===== src/rtl/ysyx_23060201_ifu_pf.sv =====
// Instruction fetch unit with prefetch.
// Holds the fetch PC, issues in-order word reads over a valid/ready port,
// buffers returned words in a small FIFO and hands them to decode. A redirect
// flushes the buffer; words still in flight at that point are discarded.
module ysyx_23060201_ifu_pf #(
  parameter int                    ADDR_WIDTH = 32,
  parameter int                    DATA_WIDTH = 32,
  parameter logic [ADDR_WIDTH-1:0] RESET_PC   = 32'h8000_0000,
  parameter logic [ADDR_WIDTH-1:0] MBASE      = 32'h8000_0000,
  parameter int                    FIFO_DEPTH = 2
) (
  input  logic                  clk,
  input  logic                  rst_n,
  input  logic                  redirect_valid,
  input  logic [ADDR_WIDTH-1:0] redirect_pc,
  output logic                  req_valid,
  input  logic                  req_ready,
  output logic [ADDR_WIDTH-1:0] req_addr,
  input  logic                  rsp_valid,
  input  logic [DATA_WIDTH-1:0] rsp_data,
  output logic                  out_valid,
  input  logic                  out_ready,
  output logic [ADDR_WIDTH-1:0] out_pc,
  output logic [DATA_WIDTH-1:0] out_inst,
  output logic                  out_err
);

  localparam int                    PW      = $clog2(FIFO_DEPTH);
  localparam int                    CW      = PW + 1;
  localparam logic [CW:0]           DEPTH_W = FIFO_DEPTH[CW:0];
  localparam logic [ADDR_WIDTH-1:0] STEP    = ADDR_WIDTH'(4);

  logic [ADDR_WIDTH-1:0] fpc_q, fpc_d;
  logic [CW-1:0]         cnt_q, cnt_d, inflt_q, inflt_d, drop_q, drop_d;
  logic [PW-1:0]         rd_q, rd_d, wr_q, wr_d;      // instruction FIFO pointers
  logic [PW-1:0]         prd_q, prd_d, pwr_q, pwr_d;  // in-flight PC FIFO pointers

  logic [FIFO_DEPTH-1:0][ADDR_WIDTH-1:0] epc_q, epc_d;
  logic [FIFO_DEPTH-1:0][DATA_WIDTH-1:0] einst_q, einst_d;
  logic [FIFO_DEPTH-1:0]                 eerr_q, eerr_d;
  logic [FIFO_DEPTH-1:0][ADDR_WIDTH-1:0] ppc_q, ppc_d;

  logic pop, credit_ok, pc_ok, req_fire, fault_push, rsp_keep, push;

  // Issue control. The entry popped this cycle frees its slot at the same
  // edge, so it counts as credit; without this a k=1 memory stalls every
  // other cycle. The sum inflt+cnt after the edge never exceeds FIFO_DEPTH.
  always_comb begin
    pop        = (cnt_q != '0) & out_ready;
    credit_ok  = ({1'b0, inflt_q} + {1'b0, cnt_q}) < (DEPTH_W + {{CW{1'b0}}, pop});
    pc_ok      = fpc_q >= MBASE;
    req_valid  = rst_n & credit_ok & pc_ok & ~redirect_valid;
    req_fire   = req_valid & req_ready;
    // Faults wait for an empty pipe so they stay in program order.
    fault_push = rst_n & credit_ok & ~pc_ok & ~redirect_valid &
                 (inflt_q == '0) & (drop_q == '0);
    rsp_keep   = rsp_valid & (drop_q == '0) & ~redirect_valid;
    push       = rsp_keep | fault_push;
  end

  // Next-state for fetch PC, counters and both FIFOs.
  always_comb begin
    fpc_d   = fpc_q;
    cnt_d   = cnt_q;
    inflt_d = inflt_q + CW'(req_fire) - CW'(rsp_valid);
    drop_d  = drop_q;
    rd_d    = rd_q;
    wr_d    = wr_q;
    prd_d   = prd_q;
    pwr_d   = pwr_q;
    epc_d   = epc_q;
    einst_d = einst_q;
    eerr_d  = eerr_q;
    ppc_d   = ppc_q;

    if (req_fire | fault_push) fpc_d = fpc_q + STEP;

    // Every response, kept or dropped, retires the oldest in-flight PC.
    if (req_fire) begin
      ppc_d[pwr_q] = fpc_q;
      pwr_d        = pwr_q + PW'(1);
    end
    if (rsp_valid) prd_d = prd_q + PW'(1);

    if (redirect_valid) begin
      fpc_d  = redirect_pc;
      // Everything still outstanding after this edge belongs to the old path.
      drop_d = inflt_q - CW'(rsp_valid);
      cnt_d  = '0;
      rd_d   = '0;
      wr_d   = '0;
    end else begin
      if (rsp_valid && drop_q != '0) drop_d = drop_q - CW'(1);
      if (push) begin
        epc_d[wr_q]   = rsp_keep ? ppc_q[prd_q] : fpc_q;
        einst_d[wr_q] = rsp_keep ? rsp_data : '0;
        eerr_d[wr_q]  = ~rsp_keep;
        wr_d          = wr_q + PW'(1);
      end
      if (pop) rd_d = rd_q + PW'(1);
      cnt_d = cnt_q + CW'(push) - CW'(pop);
    end
  end

  // State registers.
  always_ff @(posedge clk or negedge rst_n) begin
    if (!rst_n) begin
      fpc_q   <= RESET_PC;
      cnt_q   <= '0;
      inflt_q <= '0;
      drop_q  <= '0;
      rd_q    <= '0;
      wr_q    <= '0;
      prd_q   <= '0;
      pwr_q   <= '0;
      epc_q   <= '0;
      einst_q <= '0;
      eerr_q  <= '0;
      ppc_q   <= '0;
    end else begin
      fpc_q   <= fpc_d;
      cnt_q   <= cnt_d;
      inflt_q <= inflt_d;
      drop_q  <= drop_d;
      rd_q    <= rd_d;
      wr_q    <= wr_d;
      prd_q   <= prd_d;
      pwr_q   <= pwr_d;
      epc_q   <= epc_d;
      einst_q <= einst_d;
      eerr_q  <= eerr_d;
      ppc_q   <= ppc_d;
    end
  end

  assign req_addr  = fpc_q;
  assign out_valid = cnt_q != '0;
  assign out_pc    = epc_q[rd_q];
  assign out_inst  = einst_q[rd_q];
  assign out_err   = eerr_q[rd_q];

endmodule


===== config.mk =====
export PLATFORM = sky130hd
export DESIGN_NAME = ysyx_23060201_ifu_pf
export DESIGN_NICKNAME = d
export VERILOG_FILES = /design/src/rtl/ysyx_23060201_ifu_pf.sv
export SDC_FILE = /design/constraint.sdc
export NUM_CORES = 1
export LEC_CHECK = 0
export CORE_MARGIN = 5
export CORE_UTILIZATION = 54
export CTS_CLUSTER_SIZE = 40
export DETAILED_ROUTE_END_ITERATION = 12
export PLACE_DENSITY = 0.89
export RECOVER_POWER = 25
export SYNTH_ARGS = -nofsm -noshare
export SYNTH_HDL_FRONTEND = slang
export SYNTH_SLANG_ARGS = --single-unit
export TNS_END_PERCENT = 100

===== constraint.sdc =====
create_clock -name clk -period 3.19 [get_ports clk]
set_input_delay 0.319 -clock clk [delete_from_list [all_inputs] [get_ports clk]]
set_output_delay 0.319 -clock clk [all_outputs]
set_load 0.02 [all_outputs]

==> impl_metrics.yaml, run 1 <==
worst_setup_path:
  crit_chain: "inv_1 -> ha_1 -> or4b_1 -> o21a_1 -> or3_1 -> or4_1 -> a31oi_1"
  worstSetupEndpointType: "register"
  cp_max_fo: 17
  worst_path_max_delay_cell: "or3_1"
  critPathMaxStageDelay_ps: 660
  r2r_start: "drop_q[0]$_DFFE_PN0P_"
  cpLargestDelayFamily: "simple AND/OR/NAND/NOR gates"
  required_ps: 3620
  cp_data_arrival_time_ps: 3350
  crit_path_start_kind: "register"
  crit_buf_inv: 1
  r2r_slack_ps: 260
  path_class: "register to register"
  reg2regPathDepth: 7
  reg2reg_to: "req_addr[17]$_DFFE_PN0P_"
timing:
  period_needed_ps: 2930
  slew_headroom_pct: -35.2
  setup_viol: 0
  hold_violations: 0
  clock_skew_ps: 11.0
  drv_slew: 99
  tns_ps: 0
  max_freq_ghz: 0.342
  finalCritPeriodShare_pct: 91.7
  rsz0062_at_grt: "no"
  worst_slew_pin_slew_ps: 2030
cts:
  cts_tree: "yes"
  cts.path.max_buffers: 3
  cts_root_buf: "clkbuf_16"
  clk_pin_slew_ps: 60
  htree_levels: 1
  cts-buffers-inserted: 25
  insertion_delay_ps: 510
  cts.sinks: 236
  post_cts_buffers: 0
route:
  vias_per_cell: 5.90
  vias: 7943
  routed_wl_um: 27500
  ant_nets: 0
  drtIter0Drc: 439
  wire_per_inst_um: 20.4
  drc: 0
  first_pass_iters: 4
layout:
  multi_input_area_mm2: 0.00490
  layout_common_cells: "dfrtp_1 (234), mux2_2 (194), clkdlybuf4s50_1 (163)"
  fin_util_pct: 68.5
  seq_area_mm2: 0.00591
  final_common_cell: "dfrtp_1"
  syn_to_final_growth_pct: 25.1
  nets: 1137
  nFillCells: 1416
  drive_gt1_share_pct: 24.7
global_route:
  antenna_found_initial: 1
  grt_pass1_wl_um: 44800
  grt_pass1_vias: 8407
  track_usage_pct: 23.0
  grt-ovfl-total: 0
  grt_max_degree: 99
synth:
  ys_ff_latch: 236
  ys_seq_area_share_pct: 53.3
  ys_warn_count: 0
  synthArstFlopShare_pct: 100
  yosysTopAreaCell: "dfrtp_1"
  synth_area_mm2: 0.0111
  synthFlopType: "dfrtp_1"
  synthCells: 909
  yosys-top-cells-area: "dfrtp_1 (53%), mux2_2 (20%), mux2i_1 (3.0%)"
  syn_area_per_cell_um2: 12.2
  syn_nets: 989
  synth_edf_count: 0
  ys_types: 39
  yosysTopAreaCellShare_pct: 53.1
min_path:
  worstHoldStart: "redirect_pc[16]"
  hold_depth: 3
  hp-class: "input pin to register"
  whs_endpoint: "req_addr[16]$_DFFE_PN0P_"
outcome:
  status: "complete, but fails checks"
  violations: "capacitance limit, slew limit"
place:
  dpl.hpwl_um: 18100
  port_buffers: 168
  place.gp.congestion: 0.776
floorplan:
  start_util_pct: 54.8
  die_x_um: 153
  die_area_mm2: 0.0235
  die_y_um: 153
  rows: 52
  ios: 169
  core-area_mm2: 0.0202
power_and_ir_drop:
  ir_drop_v: 0.000467
  power.leakage_nw: 6.27
  p_per_area_mw_per_mm2: 919
job:
  cap_violations: 2
-- what timing repair did --
action,in CTS,in global routing
hold buffers,1,0
endpoints found under the setup margin,1,1
hold endpoints to repair,47,0
gates resized for setup,2,1
-- layer usage --
layer	track usage, %	wire length, µm	share of wire [%]	up-vias
met4	7.93	908	3.3	0
met1	30.1	11300	41	4020
met5	0	0	0	-
li1	-	-	-	3575
met2	38.6	13600	50	278
met3	4.47	1590	5.8	70
-- tightest hold or removal path: stages --
cell             delay [ps]
clkdlybuf4s50_1         390
nand2_1                  60
o21ai_0                  60
-- synthesized netlist by cell type (12+ instances only) --
master,instances
a22o_1,32
a31oi_1,12
nand3_1,17
o21ai_0,59
mux2i_1,33
nor3b_1,33
nor2_1,17
xnor2_1,18
or3_1,14
a21o_1,32
nand2_1,60
clkbuf_1,49
mux2_2,194
dfrtp_1,235
-- layout make-up --
type | count | share of cell area, %
antenna | 1 | 0.0181
clock buffer | 34 | 5.12
clock inverter | 11 | 0.605
inverter | 11 | 0.298
multi-input combinational | 594 | 35.4
sequential | 236 | 42.6
tap | 270 | 2.44
timing repair buffer | 189 | 13.5
-- report_power, final --
part | switching, W | internal, W
Sequential | 0.000848 | 0.00414
Combinational | 0.00219 | 0.00273
Clock | 0.00118 | 0.00164
-- metrics by stage --
stage                     area (µm²)  hold slack, ps  setup slack (ps)  cells  power [W]
after global placement         13100             450               390   1299    0.00969
after global routing           13900             382              51.3   1346     0.0134
after CTS                      13900             260              4.54   1345     0.0128
final                          13900             358               264   1346     0.0127
after floorplan                11100            23.4               143    909    0.00790
after detailed placement       13100             462               305   1299    0.00994
-- registers in the layout, summed over array words and instances (netlist names) --
register / count
eerr_q: 2
prd_q: 1
ppc_q: 64
drop_q: 2
cnt_q: 2
einst_q: 64
req_addr: 32
epc_q: 64
inflt_q: 2
pwr_q: 1
rd_q: 1
wr_q: 1
-- worst max-delay path by stage --
stage | startpoint | slack (ps) | cells past startpoint | endpoint
global route | rst_n | 50 | 4 | rd_q$_DFFE_PN0P_
finish | drop_q[0]$_DFFE_PN0P_ | 260 | 7 | req_addr[17]$_DFFE_PN0P_
detailed placement | drop_q[0]$_DFFE_PN0P_ | 310 | 7 | req_addr[15]$_DFFE_PN0P_
global placement | drop_q[0]$_DFFE_PN0P_ | 390 | 7 | req_addr[15]$_DFFE_PN0P_
floorplan | cnt_q[0]$_DFF_PN0_ | 140 | 7 | ppc_q[44]$_DFFE_PN0P_
CTS | cnt_q[0]$_DFF_PN0_ | 5 | 6 | req_valid
-- cell families (layout without fill, tap and decap cells) --
family	count (synthesis)	count (layout)	share of synthesized area (%)
AOI/OAI and AO/OA	147	147	8.77
xor gates and xnor gates	23	23	1.82
adders and majority gates	10	10	1.20
buffers and inverters	79	245	2.87
DFF	236	236	53.3
muxes	227	227	22.7
other	0	1	0
and+or+nand+nor	187	187	9.33
No activity file was read; power rests on OpenSTA's default activity.
==> run 2, diff against run 1 <==
--- a/config.mk
+++ b/config.mk
@@ -6,10 +6,11 @@
 export NUM_CORES = 1
 export LEC_CHECK = 0
 export CORE_MARGIN = 5
-export CORE_UTILIZATION = 54
+export CORE_UTILIZATION = 56
+export CTS_CLUSTER_DIAMETER = 100
 export CTS_CLUSTER_SIZE = 40
 export DETAILED_ROUTE_END_ITERATION = 12
-export PLACE_DENSITY = 0.89
+export PLACE_DENSITY = 0.91
 export RECOVER_POWER = 25
 export SYNTH_ARGS = -nofsm -noshare
 export SYNTH_HDL_FRONTEND = slang
==> constraint.sdc (replaced) <==
create_clock -name clk -period 3.5 [get_ports clk]
set_input_delay 0.35 -clock clk [delete_from_list [all_inputs] [get_ports clk]]
set_output_delay 0.35 -clock clk [all_outputs]
set_load 0.02 [all_outputs]
==> run 2 against run 1 <==
The flow still finishes with violations (capacitance limit, slew limit). Clock power down 52%. Worst setup slack worse by 130 ps. Critical path depth unchanged. Sequential share of layout area up 1.8 points. Sequential power down 10%. Count of clock-buffer cells in the layout down 23. Critical endpoint is now req_valid. Largest cell class unchanged. Largest power group is now combinational cells. Highest routed layer unchanged.
==> impl_metrics.yaml, run 2 (synthesis gave the netlist of run 1 again) <==
route:
  ant_nets: 0
  vias: 7671
  drtIter0Drc: 542
  routed_wl_um: 26600
  vias_per_cell: 5.86
  first_pass_iters: 5
  wire_per_inst_um: 20.3
  drc: 0
layout:
  nFillCells: 1385
  drive_gt1_share_pct: 22.6
  finalInstanceArea_mm2: 0.0133
  final_common_cell: "dfrtp_1"
  syn_to_final_growth_pct: 20.1
  layout_common_cells: "dfrtp_1 (234), mux2_2 (194), clkdlybuf4s50_1 (166)"
  nets: 1120
  largestRegisters: "einst_q: 64 flops, epc_q: 64 flops, ppc_q: 64 flops"
  fin_util_pct: 68.3
cts:
  cts-buffers-inserted: 9
  clk_pin_slew_ps: 140
  insertion_delay_ps: 480
  htree_levels: 1
  cts_tree: "yes"
  cts_root_buf: "clkbuf_16"
  post_cts_buffers: 0
  cts.sinks: 236
  cts.path.max_buffers: 3
place:
  place.gp.congestion: 0.826
  dpl_cell_area_mm2: 0.0130
  port_buffers: 168
  dpl.hpwl_um: 17900
timing:
  worst_slew_pin_slew_ps: 2040
  max_freq_ghz: 0.297
  clock_skew_ps: 13.7
  tns_ps: 0
  hold_violations: 0
  drv_slew: 182
  setup_viol: 0
  rsz0062_at_grt: "no"
  period_needed_ps: 3370
  finalCritPeriodShare_pct: 96.2
  slew_headroom_pct: -35.8
worst_setup_path:
  cp_data_arrival_time_ps: 3020
  critPathMaxStageDelay_ps: 600
  reg2regPathDepth: 7
  worstSetupEndpointType: "output pin"
  path_class: "register to output pin"
  crit_path_start_kind: "register"
  worst_path_max_delay_cell: "clkdlybuf4s50_1"
  crit_buf_inv: 3
  path_common_cell: "buf_4"
  required_ps: 3150
  cpLargestDelayFamily: "buffers and inverters"
  r2r_start: "drop_q[0]$_DFFE_PN0P_"
  cp_max_fo: 17
  crit_chain: "ha_1 -> fa_1 -> o21a_1 -> buf_4 -> nor4b_2 -> buf_4 -> clkdlybuf4s50_1"
  reg2reg_to: "req_addr[15]$_DFFE_PN0P_"
  r2r_slack_ps: 560
global_route:
  grt_pass1_vias: 8021
  antenna_found_initial: 2
  track_usage_pct: 23.5
  grt-ovfl-total: 0
  grt_max_degree: 136
  grt_pass1_wl_um: 42800
floorplan:
  ios: 169
  die_y_um: 151
  die_area_mm2: 0.0227
  rows: 51
  start_util_pct: 56.9
  die_x_um: 151
  core-area_mm2: 0.0195
min_path:
  hp-class: "input pin to async pin"
outcome:
  status: "complete, but fails checks"
  violations: "capacitance limit, slew limit"
power_and_ir_drop:
  total_power_w: 0.0103
  power.leakage_nw: 5.96
  ir_drop_v: 0.000532
  p_per_area_mw_per_mm2: 778
job:
  cap_violations: 2
==> run 2: changes by cell type in the layout (fill, tap and decap cells not counted), moves of 2 or more <==
cell             delta
dlygate4sd3_1       -2
clkbuf_16          -16
clkbuf_8            -5
clkdlybuf4s50_1     +3
buf_4               +3
clkinv_2            -9
buf_12              -2
clkbuf_1            -4
==> run 2: cell type report <==
| cell class | count | area [µm²] | area share [%] |
|---|---|---|---|
| Timing Repair Buffer | 188 | 1850 | 13.9 |
| Tap cell | 265 | 332 | 2.49 |
| Sequential cell | 236 | 5910 | 44.4 |
| Antenna cell | 2 | 5.00 | 0.0376 |
| Multi-Input combinational cell | 594 | 4900 | 36.8 |
| Clock inverter | 1 | 30.0 | 0.226 |
| Clock buffer | 11 | 233 | 1.75 |
| Inverter | 11 | 41.3 | 0.310 |
==> run 2: stage by stage <==
stage,setup WS (ps),hold WS (ps),instances
2_1_floorplan,453,54.4,909
3_3_place_gp,662,265,1293
3_5_place_dp,630,269,1293
4_1_cts,80.9,314,1306
5_1_grt,6.94,369,1308
6_report,134,334,1308
==> run 2: worst max-delay path by stage <==
stage | start | endpoint | slack, ps | cells past startpoint
final | cnt_q[0]$_DFF_PN0_ | req_valid | 130 | 7
after floorplan | cnt_q[0]$_DFF_PN0_ | ppc_q[44]$_DFFE_PN0P_ | 450 | 7
after CTS | cnt_q[0]$_DFF_PN0_ | req_valid | 80 | 7
after global placement | cnt_q[0]$_DFF_PN0_ | req_valid | 660 | 7
after global routing | cnt_q[0]$_DFF_PN0_ | req_valid | 7 | 7
after detailed placement | drop_q[0]$_DFFE_PN0P_ | req_addr[15]$_DFFE_PN0P_ | 630 | 7
==> run 2: worst register-to-register path, cell delays in order (launching register included) <==
cell and delay [ps]:
dfrtp_1 410, inv_1 60, ha_1 240, or4b_1 480, o21a_1 340, or3_1 660, or4_1 500, a31oi_1 190
==> run 2: where the power goes <==
group	switching, W	internal [W]	leakage, nW	total (W)
Clock	0.000807	0.000554	0.127	0.00136
Combinational	0.00205	0.00247	2.84	0.00452
Sequential	0.000709	0.00376	2.99	0.00447
==> run 2: what timing repair did <==
item | CTS | global route
hold buffers | 1 | 0
resized for setup | 0 | 1
setup endpoints to repair | 0 | 1
endpoints found under the hold margin | 41 | 0
==> run 2: layer usage <==
| metal | GRT usage, % | part of all wire (%) | routed length (µm) | vias up |
|---|---|---|---|---|
| li1 | - | - | - | 3529 |
| met1 | 32.3 | 42 | 11100 | 3890 |
| met2 | 39.0 | 50 | 13300 | 220 |
| met3 | 3.61 | 6.2 | 1650 | 32 |
| met4 | 6.66 | 2.0 | 536 | 0 |
| met5 | 0 | 0 | 0 | - |
==> run 3, diff against run 2 <==
--- a/config.mk
+++ b/config.mk
@@ -6,11 +6,11 @@
 export NUM_CORES = 1
 export LEC_CHECK = 0
 export CORE_MARGIN = 5
-export CORE_UTILIZATION = 56
+export CORE_UTILIZATION = 59
 export CTS_CLUSTER_DIAMETER = 100
 export CTS_CLUSTER_SIZE = 40
 export DETAILED_ROUTE_END_ITERATION = 12
-export PLACE_DENSITY = 0.91
+export PLACE_DENSITY = 0.95
 export RECOVER_POWER = 25
 export SYNTH_ARGS = -nofsm -noshare
 export SYNTH_HDL_FRONTEND = slang
==> run 3 against run 2 <==
First-iteration DRC count is 13% higher. Largest cell class unchanged. Cell count is 2.2% lower. Non-clock buffer count is 1 lower. Largest power group is now sequential cells. Sequential share of layout area is 0.070 points lower. The flow now finishes without violations. Clock skew is 46 ps higher. Maximum frequency is 5.0% higher.
==> impl_metrics.yaml, run 3 (synthesis gave the netlist of run 1 again) <==
route:
  vias_per_cell: 6.13
  drtIter0Drc: 615
  vias: 7838
  routed_wl_um: 26500
  ant_nets: 0
  wire_per_inst_um: 20.7
  drc: 0
  first_pass_iters: 5
global_route:
  track_usage_pct: 24.2
  grt_pass1_vias: 8336
  grt_max_degree: 143
  antenna_found_initial: 0
  grt_pass1_wl_um: 43300
  grt-ovfl-total: 0
power_and_ir_drop:
  switching_power_w: 0.00362
  power_frac_clock_pct: 13.7
  power_frac_comb_pct: 42.7
  netSwitchingFraction_pct: 34.8
  p_per_area_mw_per_mm2: 780
  power.leakage_nw: 6.01
  intPower_w: 0.00677
  p_seq_share_pct: 43.6
  ir_drop_v: 0.000467
timing:
  hold_violations: 0
  slew_headroom_pct: 28.2
  drv_slew: 0
  tns_ps: 0
  rsz0062_at_grt: "no"
  worst_slew_pin_slew_ps: 1080
  period_needed_ps: 3210
  finalCritPeriodShare_pct: 91.6
  clock_skew_ps: 59.5
  max_freq_ghz: 0.312
  setup_viol: 0
  whs_ps: 263
  setup_ws_ps: 293
job:
  cap_violations: 0
cts:
  cts.path.max_buffers: 3
  htree_levels: 1
  cts.sinks: 236
  cts_root_buf: "clkbuf_16"
  clk_pin_slew_ps: 140
  cts_tree: "yes"
  cts-buffers-inserted: 10
  insertion_delay_ps: 500
worst_setup_path:
  crit_path_start_kind: "register"
  required_ps: 3860
  worstSetupEndpointType: "register"
  cp_max_fo: 32
  path_class: "register to register"
  cp_data_arrival_time_ps: 3570
layout:
  largestRegisters: "einst_q: 64 flops, epc_q: 64 flops, ppc_q: 64 flops"
  layout_common_cells: "dfrtp_1 (233), mux2_2 (194), clkdlybuf4s50_1 (165)"
  nFillCells: 1254
  nets: 1120
  final_common_cell: "dfrtp_1"
  syn_to_final_growth_pct: 20.3
  multi_input_area_mm2: 0.00490
  drive_gt1_share_pct: 22.9
  seq_area_mm2: 0.00591
place:
  port_buffers: 168
  dpl_worst_slack_ps: 393
  dpl.hpwl_um: 17800
  place.gp.congestion: 0.823
floorplan:
  die_y_um: 147
  core-area_mm2: 0.0186
  ios: 169
  rows: 50
  die_area_mm2: 0.0216
  start_util_pct: 59.6
  die_x_um: 147
outcome:
  status: "complete, no violations"
min_path:
  hp-class: "input pin to async pin"
run 3: routing by layer:
metal  vias up  track usage [%]  part of all wire [%]
met2       227             41.0                    50
li1       3535                -                     -
met3        53             3.86                   4.8
met1      4023             32.3                    42
met5         -                0                     0
met4         0             7.78                   3.1
run 3: what timing repair did:
| action | CTS | global route |
|---|---|---|
| buffers inserted | 0 | 0 |
| hold endpoints to repair | 18 | 0 |
| hold buffers | 1 | 0 |
| setup endpoints to repair | 1 | 1 |
| gates resized for setup | 1 | 1 |
run 3: through the flow:
step	std cells	utilization (%)	cell area, µm²	power (W)
2_1_floorplan	909	-	11100	0.00720
3_3_place_gp	1261	69.9	13000	0.00879
3_5_place_dp	1261	69.9	13000	0.00901
4_1_cts	1278	71.7	13300	0.0104
5_1_grt	1278	71.7	13300	0.0110
6_report	1279	71.7	13300	0.0104
run 3: path summary, 6_finish.rpt:
kind,from,end,slack (ps),cells past startpoint
worst max-delay path,inflt_q[0]$_DFF_PN0_,epc_q[60]$_DFFE_PN0P_,290,7
worst min-delay path,rst_n,req_addr[18]$_DFFE_PN0P_,260,2
worst max register to register,inflt_q[0]$_DFF_PN0_,epc_q[60]$_DFFE_PN0P_,290,7
worst min register to register,einst_q[22]$_DFFE_PN0P_,einst_q[22]$_DFFE_PN0P_,490,1
max in group asynchronous,rst_n,prd_q$_DFFE_PN0P_,1210,4
min in group clk,redirect_valid,cnt_q[1]$_DFF_PN0_,310,2
run 3: cell type report:
| type | count | share of cell area (%) |
|---|---|---|
| clock buffer | 14 | 1.99 |
| timing repair buffer | 187 | 14.0 |
| sequential | 236 | 44.3 |
| clock inverter | 2 | 0.347 |
| antenna | 1 | 0.0188 |
| inverter | 11 | 0.310 |
| tap | 234 | 2.20 |
| multi-input combinational | 594 | 36.8 |
run 3: power groups by stage:
stage | Sequential [W] | Clock [W] | Combinational, W
floorplan | 0.00425 | 0 | 0.00294
global placement | 0.00448 | 0 | 0.00430
detailed placement | 0.00458 | 0 | 0.00443
CTS | 0.00453 | 0.00144 | 0.00448
global route | 0.00465 | 0.00155 | 0.00477
finish | 0.00453 | 0.00142 | 0.00444
run 3: worst max-delay path, cell delays in order, from the launching register on:
cell and delay [ps]:
dfrtp_1 460, ha_1 230, fa_1 480, o21a_1 540, o31a_1 370, nand2b_2 170, buf_4 420, mux2_2 390
